`src/rtl/owts_beat_sequencer.sv`:
```
// Beat sequencer for the melody player: steps a beat index every TICKS_PER_BEAT clocks,
// with start/stop/pause control and optional looping after LAST_BEAT.
module owts_beat_sequencer #(
  parameter int unsigned TICKS_PER_BEAT = 32'd12500000,
  parameter int unsigned LAST_BEAT      = 32'd67
) (
  input  logic       CLOCK_50,
  input  logic       reset,
  input  logic       start,
  input  logic       stop,
  input  logic       pause,
  input  logic       loop_en,
  output logic [7:0] beats,
  output logic       playing,
  output logic       beat_strobe,
  output logic       done
);

  localparam logic [31:0] TickLast = 32'(TICKS_PER_BEAT - 32'd1);
  localparam logic [7:0]  BeatLast = 8'(LAST_BEAT);

  typedef enum logic [1:0] {
    StIdle,
    StPlay,
    StPause
  } state_e;

  state_e      state_q, state_d;
  logic [31:0] tick_q, tick_d;
  logic [7:0]  beats_q, beats_d;
  logic        playing_q, playing_d;
  logic        strobe_q, strobe_d;
  logic        done_q, done_d;

  always_comb begin
    state_d  = state_q;
    tick_d   = tick_q;
    beats_d  = beats_q;
    strobe_d = 1'b0;
    done_d   = 1'b0;

    if (stop) begin
      state_d = StIdle;
      tick_d  = '0;
      beats_d = '0;
    end else if (start) begin
      state_d  = StPlay;
      tick_d   = '0;
      beats_d  = '0;
      strobe_d = 1'b1;
    end else begin
      unique case (state_q)
        StIdle: begin
          tick_d  = '0;
          beats_d = '0;
        end
        StPlay, StPause: begin
          if (pause) begin
            state_d = StPause;
          end else begin
            // Leaving pause counts this cycle too, so a pause adds exactly its own length.
            state_d = StPlay;
            if (tick_q < TickLast) begin
              tick_d = tick_q + 32'd1;
            end else begin
              tick_d = '0;
              if (beats_q < BeatLast) begin
                beats_d  = beats_q + 8'd1;
                strobe_d = 1'b1;
              end else if (loop_en) begin
                beats_d  = '0;
                strobe_d = 1'b1;
              end else begin
                state_d = StIdle;
                beats_d = '0;
                done_d  = 1'b1;
              end
            end
          end
        end
        default: begin
          state_d = StIdle;
          tick_d  = '0;
          beats_d = '0;
        end
      endcase
    end

    playing_d = (state_d != StIdle);
  end

  always_ff @(posedge CLOCK_50 or posedge reset) begin
    if (reset) begin
      state_q   <= StIdle;
      tick_q    <= '0;
      beats_q   <= '0;
      playing_q <= 1'b0;
      strobe_q  <= 1'b0;
      done_q    <= 1'b0;
    end else begin
      state_q   <= state_d;
      tick_q    <= tick_d;
      beats_q   <= beats_d;
      playing_q <= playing_d;
      strobe_q  <= strobe_d;
      done_q    <= done_d;
    end
  end

  assign beats       = beats_q;
  assign playing     = playing_q;
  assign beat_strobe = strobe_q;
  assign done        = done_q;

endmodule

```
`config.mk`:
```
export PLATFORM = sky130hd
export DESIGN_NAME = owts_beat_sequencer
export DESIGN_NICKNAME = d
export VERILOG_FILES = /design/src/rtl/owts_beat_sequencer.sv
export SDC_FILE = /design/constraint.sdc
export NUM_CORES = 1
export LEC_CHECK = 0
export ABC_AREA = 1
export CORE_MARGIN = 3
export CORE_UTILIZATION = 58
export DETAILED_ROUTE_END_ITERATION = 8
export PLACE_DENSITY = 0.79
export SLEW_MARGIN = 20
export SYNTH_ARGS = -nofsm -noshare
export SYNTH_HDL_FRONTEND = slang
export SYNTH_SLANG_ARGS = --single-unit
```
`constraint.sdc`:
```
create_clock -name CLOCK_50 -period 2.05 [get_ports CLOCK_50]
set_clock_uncertainty 0.05 [all_clocks]
set_input_delay 0.41 -clock CLOCK_50 [delete_from_list [all_inputs] [get_ports CLOCK_50]]
set_output_delay 0.41 -clock CLOCK_50 [all_outputs]
set_load 0.02 [all_outputs]
```
Word level (Yosys, flattened, before mapping):

Cells that the tools add are included.

* muxes and demuxes: 32
* reductions and logical operators: 4
* $add $sub $neg: 2
* equal/unequal tests: 4
* magnitude comparators: 2

Operators with widths (count)
* 2-to-1 mux 32 bit: 5
* 2-to-1 mux 8 bit: 6
* adder 32 x 1 -> 32 bit, second input constant: 1
* less-than comparator 32 x 24 -> 1 bit, second input constant: 1
* 2-to-1 mux 1 bit: 17
* adder 8 x 1 -> 8 bit, second input constant: 1
* less-than comparator 8 x 7 -> 1 bit, second input constant: 1
* inequality test 4 bit, second input constant: 2
* 2-to-1 mux 2 bit: 3
* one-hot mux 2 bit (2 select lines): 1
* equality test 2 x 1 -> 1 bit, second input constant: 1
* equality test 2 bit, second input constant: 1
* logical NOT 2 bit: 1
* AND reduction 2 bit: 1
* nonzero test 2 bit: 1
* OR reduction 2 bit: 1

* output and inout bits: 11
* logic and storage cells: 50
* bits of input ports: 6
* register bits after elaboration: 45

Depth between registers and ports, before layout:

Gate-level depths: netlist of run 1.

* word-level depth: 8
* gate-level depth with buffers: 16
* mapped depth without buffers: 16

Least setup slack after synthesis of run 1:

No wires, ideal clock.

* path type: reg2reg
* start point: register state_q[0]
* end point: register tick_q[17]
* data arrival time: 1595 ps
* clock period less this slack: 1764 ps
* cell stages (with the launch flop): 10
* path slack: 286 ps
* data required time: 1880 ps
* setup time: 120 ps
* cells stage by stage: dfrtp_1 -> inv_1 -> ha_1 -> nand2_2 -> nor2_4 -> or2_1 -> nor4_4 -> nand2_1 -> nor2_1 -> nor3b_2

* cells in the longest elaborated chain, start to end: 5

Ends and longest elaborated chain
* start, declared: line 28 `state_e state_q, state_d;`
* start signal, assigned: line 94 `state_q <= StIdle;`
* start signal, assigned: line 101 `state_q <= state_d;`
* equality test 2 x 1 -> 1 bit or equality test 2 bit (tied branches): line 52 `unique case (state_q)`
* OR reduction 2 bit *: line 52
* 2-to-1 mux 32 bit: line 52
* 2-to-1 mux 32 bit: line 46 `end else if (start) begin`
* 2-to-1 mux 32 bit: line 42 `if (stop) begin`
* end signal, assigned: line 102 `tick_q <= tick_d;`
* end, declared: line 29 `logic [31:0] tick_q, tick_d;`

Every way passes the cells marked *; elsewhere a longest branch is shown, timed or not.
A chain may end at the register's enable or synchronous reset.

Worst setup path in the final report of run 1:

Ends and elaborated chain as after synthesis.

==> results.md, run 1 <==
* Min-delay worst type: in2async
* Routed len/inst at 11.8 microns
* Crit Path Max Fanout at 9
* GP Congestion at 0.825
* # hold bufs at CTS at 0
* Pwr/cell area at 610 nW/um^2
* Vias per cell at 5.09
* Root buffer cell: clkbuf_8
* Final worst slack at 0.192 ns
* Peak supply drop at 0.619 mV
* Vias in the first global route at 1932
* Setup WS pre-CTS at -0.0382 ns
* Final ANT Viol Nets at 0
* Largest family of logic cells by synthesized area: simple AND/OR/NAND/NOR gates
* Antenna diodes at 0
* Slew Viols, Final at 0
* Post-DP HPWL at 3290 microns
* Unrepaired setup endpoints after global routing: no
* Leakage at 1.31 nW
* Non-Filler Instances at 385
* Synth area leaders: dfrtp_1 (46%), nand2_1 (9.7%), nor2_1 (7.9%)
* Worst setup startpoint: state_q[0]$_DFF_PP0_
* Top-Level Pins at 17
* Worst R2R Start: state_q[0]$_DFF_PP0_
* Mux contribution to synthesized area at 0
* Initial Util at 0.632
* Maximum number of pins on one net before global-route repair at 46
* Post-CTS Setup Inserts at 0
* Max-cap viol count at 0
* Compound-gate portion of the synthesized area at 0.0678
* Switching power at 380 uW
* Internal power at 1.35 mW
* Via count at 1961
* CTS clock-pin slew for the worst setup and hold paths at 0.08 ns
* Clk buf depth at 2
* Grt met1 use at 0.262
* Max transition margin at 0.760
* DRT iter0 DRCs at 146
* Commonest cells in the netlist: nand2_1 (63), nor2_1 (51), inv_1 (46), dfrtp_1 (45), a21oi_1 (15)
* Total iterations of the first detailed-routing run at 4
* Top FF cell, synth: dfrtp_1
* Die ar. at 5020 sq um
* H-tree depth at 2
* Slew @ Worst Pin at 0.356 ns
* Adder-cell share of the synthesized area at 0.0205
* Sequential area share after synthesis at 0.462
* Layout area overhead at 16.5%
* Share of cells above drive strength 1 at 0.131
* Clock power frac at 0.393
* Async set-or-reset flop fraction in the synthesized netlist at 1.00
* Post-Synth Simple-Gate Area at 0.314
* Flop pwr share at 0.525
* Core area at 3850 sq um
* TNS Setup at 0 ns
* Xor and xnor area share after synthesis at 0.0431
* Die Ht at 70.8 microns
* Worst skew pair latency at 0.30 ns
* Most frequent cell after synthesis: nand2_1
* Post-Place Cells at 377
* TritonCTS clock tree: yes
* Register bit total from synthesis at 45
* Routing usage on met3 at 0.0440
* GRT Total Usage at 0.207
* Area share of the largest cell type after synthesis at 0.462
* Port-buffer cells at 16
* Gate power share at 0.082
* Post-synth EDFFs at 0
* Post-synthesis cell type count at 36
* GR Util met2 at 0.344
* Setup crit start kind: flip-flop
* Ys Warns at 0
* Min Tclk post-route at 1.86 ns
* Cells after Synth at 308
* # rows at 22
* Cell taking the most area after synthesis: dfrtp_1
* Sink Count at 45
* Fmax at 0.538 GHz
* Setup crit end kind: flip-flop
* Critical path class: reg2reg
* CP Data Required Time at 2.19 ns
* Post-Route WL at 4530 microns
* DRC at 0
* Synthesized area at 2440 sq um
* Post-cts sizing count at 0
* Die width at 70.8 microns
* Setup-failing EPs final at 0
* Critical path arrival at 2.00 ns
* Grt ovf at 0
* GRT Max-Usage Layer: met2
* Fin crit share at 0.906
* NumNets Final at 346
* Status: finished, final reports clean
* Num CTS Buffers at 5
* Hold Vio Cnt, Final at 0
* Post-Syn Nets at 318
* First-pass GRT wire length at 8230 microns
* Synth Area per Inst at 7.91 sq um
* Sw Ratio at 0.219
* Initial antenna violation count at 0
==> layer usage <==
layer	vias to the layer above	routed length, microns
li1	1014	-
met1	907	2140
met2	32	2160
met3	8	150
met4	0	81
met5	-	0
==> state kept, by name, indices dropped and copies added, names as in the netlist <==
name and flops:
tick_q 32, beat_strobe 1, done 1, playing 1, beats 8, state_q 2
==> kinds of logic after synthesis <==
group	after synthesis
AOI/OAI and AO/OA	26
xor gates and xnor gates	12
adders and majority gates	4
buffers and inverters	57
DFF	45
and+or+nand+nor	164
==> power by group through the flow <==
| stage | Clock [mW] | Sequential (mW) | Combinational (mW) |
|---|---|---|---|
| after floorplan | 0 | 0.930 | 0.0842 |
| after detailed placement | 0 | 0.926 | 0.144 |
| after global placement | 0 | 0.926 | 0.142 |
| final | 0.681 | 0.909 | 0.142 |
| after global routing | 0.736 | 0.910 | 0.164 |
| after CTS | 0.701 | 0.909 | 0.145 |
==> layout by cell type, fill, tap and decap left out, types with 6 or more instances in the layout <==
cell             instances
inv_1                   45
nand2_1                 63
xor2_1                   9
nand4_1                  7
nor3_1                   7
buf_4                    7
a21oi_1                 15
nor2_1                  51
clkdlybuf4s50_1         16
inv_2                    8
nand3_1                 11
clkbuf_8                 6
dfrtp_1                 45
==> metrics by stage <==
| stage | total power [mW] | area (sq um) | utilization | hold WS [ns] |
|---|---|---|---|---|
| floorplan | 1.01 | 2440 | - | 0.410 |
| global placement | 1.07 | 2720 | 0.707 | 0.422 |
| detailed placement | 1.07 | 2720 | 0.707 | 0.432 |
| CTS | 1.75 | 2840 | 0.737 | 0.415 |
| global route | 1.81 | 2840 | 0.737 | 0.448 |
| finish | 1.73 | 2840 | 0.737 | 0.409 |
==> path summary, 6_finish.rpt <==
path / end / depth (start not counted) / slack, ns
hold reg to reg: tick_q[30]$_DFFE_PP0P_ / 2 / 0.44
min in group CLOCK_50: tick_q[30]$_DFFE_PP0P_ / 2 / 0.44
setup / recovery: tick_q[17]$_DFFE_PP0P_ / 9 / 0.19
max in group asynchronous: tick_q[15]$_DFFE_PP0P_ / 3 / 1.33
setup reg to reg: tick_q[17]$_DFFE_PP0P_ / 9 / 0.19
hold / removal: beats[0]$_DFFE_PP0P_ / 3 / 0.41
==> cell type report <==
class                           instances  area, sq um
Fill cell                             312         1010
Sequential cell                        45         1130
Inverter                               53          199
Multi-Input combinational cell        206         1090
Clock buffer                            7         86.3
Timing Repair Buffer                   25          253
Clock inverter                          1         30.0
Tap cell                               48         60.1
==> critical path, cell delays in order (launching register included) <==
cell     delay [ns]
dfrtp_1        0.40
inv_1          0.06
ha_1           0.31
nand2_2        0.11
nor2_4         0.07
or2_1          0.26
nor4_4         0.18
nand2_1        0.11
nor2_1         0.14
nor3b_2        0.06
No activity file was read; power rests on OpenSTA's default activity.
==> run 2, diff against run 1 <==
--- a/config.mk
+++ b/config.mk
@@ -6,11 +6,9 @@
 export NUM_CORES = 1
 export LEC_CHECK = 0
 export ABC_AREA = 1
-export CORE_MARGIN = 3
-export CORE_UTILIZATION = 58
+export CORE_UTILIZATION = 36
 export DETAILED_ROUTE_END_ITERATION = 8
-export PLACE_DENSITY = 0.79
-export SLEW_MARGIN = 20
+export SLEW_MARGIN = 40
 export SYNTH_ARGS = -nofsm -noshare
 export SYNTH_HDL_FRONTEND = slang
 export SYNTH_SLANG_ARGS = --single-unit
==> results.md, run 2 (synthesized netlist as in run 1, its figures left out) <==
* Status: finished, final reports clean
* Grt ovf at 0
* Critical path class: reg2reg
* Setup crit end kind: flip-flop
* Share of cells above drive strength 1 at 0.133
* Multi-input gate area at 1090 sq um
* DRT iter0 DRCs at 88
* First-pass GRT wire length at 8390 microns
* Post-Route WL at 4630 microns
* Initial Util at 0.377
* CTS clock-pin slew for the worst setup and hold paths at 0.09 ns
* Commonest non-fill, non-tap cell in the layout: nand2_1
* Max FFs per register at 32
* Setup-failing EPs final at 0
* Via count at 1924
* Core area at 6460 sq um
* Most frequent cells in the layout: nand2_1 (63), nor2_1 (51), inv_1 (45), dfrtp_1 (45), clkdlybuf4s50_1 (16)
* Critical Path Max Stage Delay at 0.40 ns
* M1 WL at 2250 microns
* Clk buf depth at 2
* R2r setup slk at 0.19 ns
* Top-Level Pins at 17
* TritonCTS clock tree: yes
* Vias per cell at 4.64
* Peak supply drop at 0.252 mV
* Total iterations of the first detailed-routing run at 4
* # rows at 29
* CP Data Required Time at 2.19 ns
* Leakage at 1.32 nW
* Maximum number of pins on one net before global-route repair at 46
* Critical-path cell list: ha_1 -> nand2_1 -> inv_2 -> nand2_1 -> nor2_2 -> nand3_2 -> nor2_2 -> nand2_1 -> nor2_4 -> nand3_1 -> nor2_1 -> nor3_2
* Min-delay worst type: in2async
* Crit-path most repeated cell: nand2_1
* Pwr/cell area at 605 nW/um^2
* Antenna diodes at 0
* Slew Viols, Final at 0
* Met2 WL post-DR at 2150 microns
* Vias in the first global route at 1890
* Worst skew pair latency at 0.30 ns
* Fmax at 0.538 GHz
* Die ar. at 7100 sq um
* Post-DP HPWL at 3320 microns
* H-tree depth at 2
* GRT Total Usage at 0.147
* Port-buffer cells at 16
* Worst path slowest cell: dfrtp_1
* Crit Path Max Fanout at 4
* Root buffer cell: clkbuf_8
* Max-cap viol count at 0
* Met3 WL at 166 microns
* Area of all sequential standard cells at 1130 sq um
* Min Tclk post-route at 1.86 ns
* GP Congestion at 0.817
* # fillers at 653
* Hold slack final at 0.396 ns
* DRC at 0
* Die Ht at 84.3 microns
* Unrepaired setup endpoints after global routing: no
* Initial antenna violation count at 0
* Setup crit start kind: flip-flop
* Slew @ Worst Pin at 0.338 ns
* Area after DPL at 2780 sq um
* Fin crit share at 0.907
* Num CTS Buffers at 5
* Sink Count at 45
* Design Area, Final at 2900 sq um
* Max transition margin at 0.773
* NumNets Final at 347
* Most flops, register: tick_q
* Layout area overhead at 19.1%
* Top layer in use: met4
* Critical path arrival at 2.00 ns
* Routed len/inst at 11.2 microns
* Final ANT Viol Nets at 0
* Hold Vio Cnt, Final at 0
* Die width at 84.3 microns
run 2: worst paths after layout:
kind / from / end / cells after the start
min reg2reg: tick_q[28]$_DFFE_PP0P_ / tick_q[28]$_DFFE_PP0P_ / 2
min: reset / beats[3]$_DFFE_PP0P_ / 3
max reg2reg: tick_q[1]$_DFFE_PP0P_ / tick_q[20]$_DFFE_PP0P_ / 12
max: tick_q[1]$_DFFE_PP0P_ / tick_q[20]$_DFFE_PP0P_ / 12
min in group CLOCK_50: tick_q[28]$_DFFE_PP0P_ / tick_q[28]$_DFFE_PP0P_ / 2
max in group asynchronous: reset / tick_q[29]$_DFFE_PP0P_ / 3
run 2: cell type report:
type,instances,share of cell area
Inverter,53,0.0685
Timing Repair Buffer,26,0.0939
Clock buffer,7,0.0297
Multi-Input combinational cell,206,0.377
Tap cell,77,0.0332
Sequential cell,45,0.388
Clock inverter,1,0.0103
run 2: per-stage QoR:
step | TNS [ns] | power, mW | util | worst slack, ns | std cells
floorplan | 0 | 1.01 | - | 0.286 | 308
finish | 0 | 1.76 | 0.450 | 0.190 | 415
global placement | 0 | 1.07 | 0.430 | 0.00781 | 407
CTS | 0 | 1.78 | 0.448 | 0.179 | 415
global route | 0 | 1.82 | 0.450 | 0.0252 | 415
detailed placement | -0.0837 | 1.07 | 0.430 | -0.0334 | 407
run 2: worst max-delay path, delay by kind of cell (launching register included):
family,cells,cell delay [ns]
fa+ha+maj,1,0.19
flops,1,0.40
simple gates,10,1.07
buf+inv,1,0.05
run 2: where the power goes:
part           switching, mW  leakage (nW)  total (mW)  internal (mW)
Combinational         0.0873         0.639       0.144         0.0571
Sequential           0.00856         0.623       0.909          0.900
Clock                  0.305        0.0585       0.703          0.398
Total                  0.401          1.32        1.76           1.35
run 2: timing repair:
item,4_1_cts,5_1_grt
resized for setup,0,1
hold buffers,0,0
buffers inserted,0,0
setup endpoints to repair,0,1
run 2: per-layer routing:
metal | vias up | track usage
met1 | 869 | 0.189
met4 | 0 | 0.0549
met2 | 36 | 0.241
li1 | 1012 | -
met3 | 7 | 0.0344
met5 | - | 0
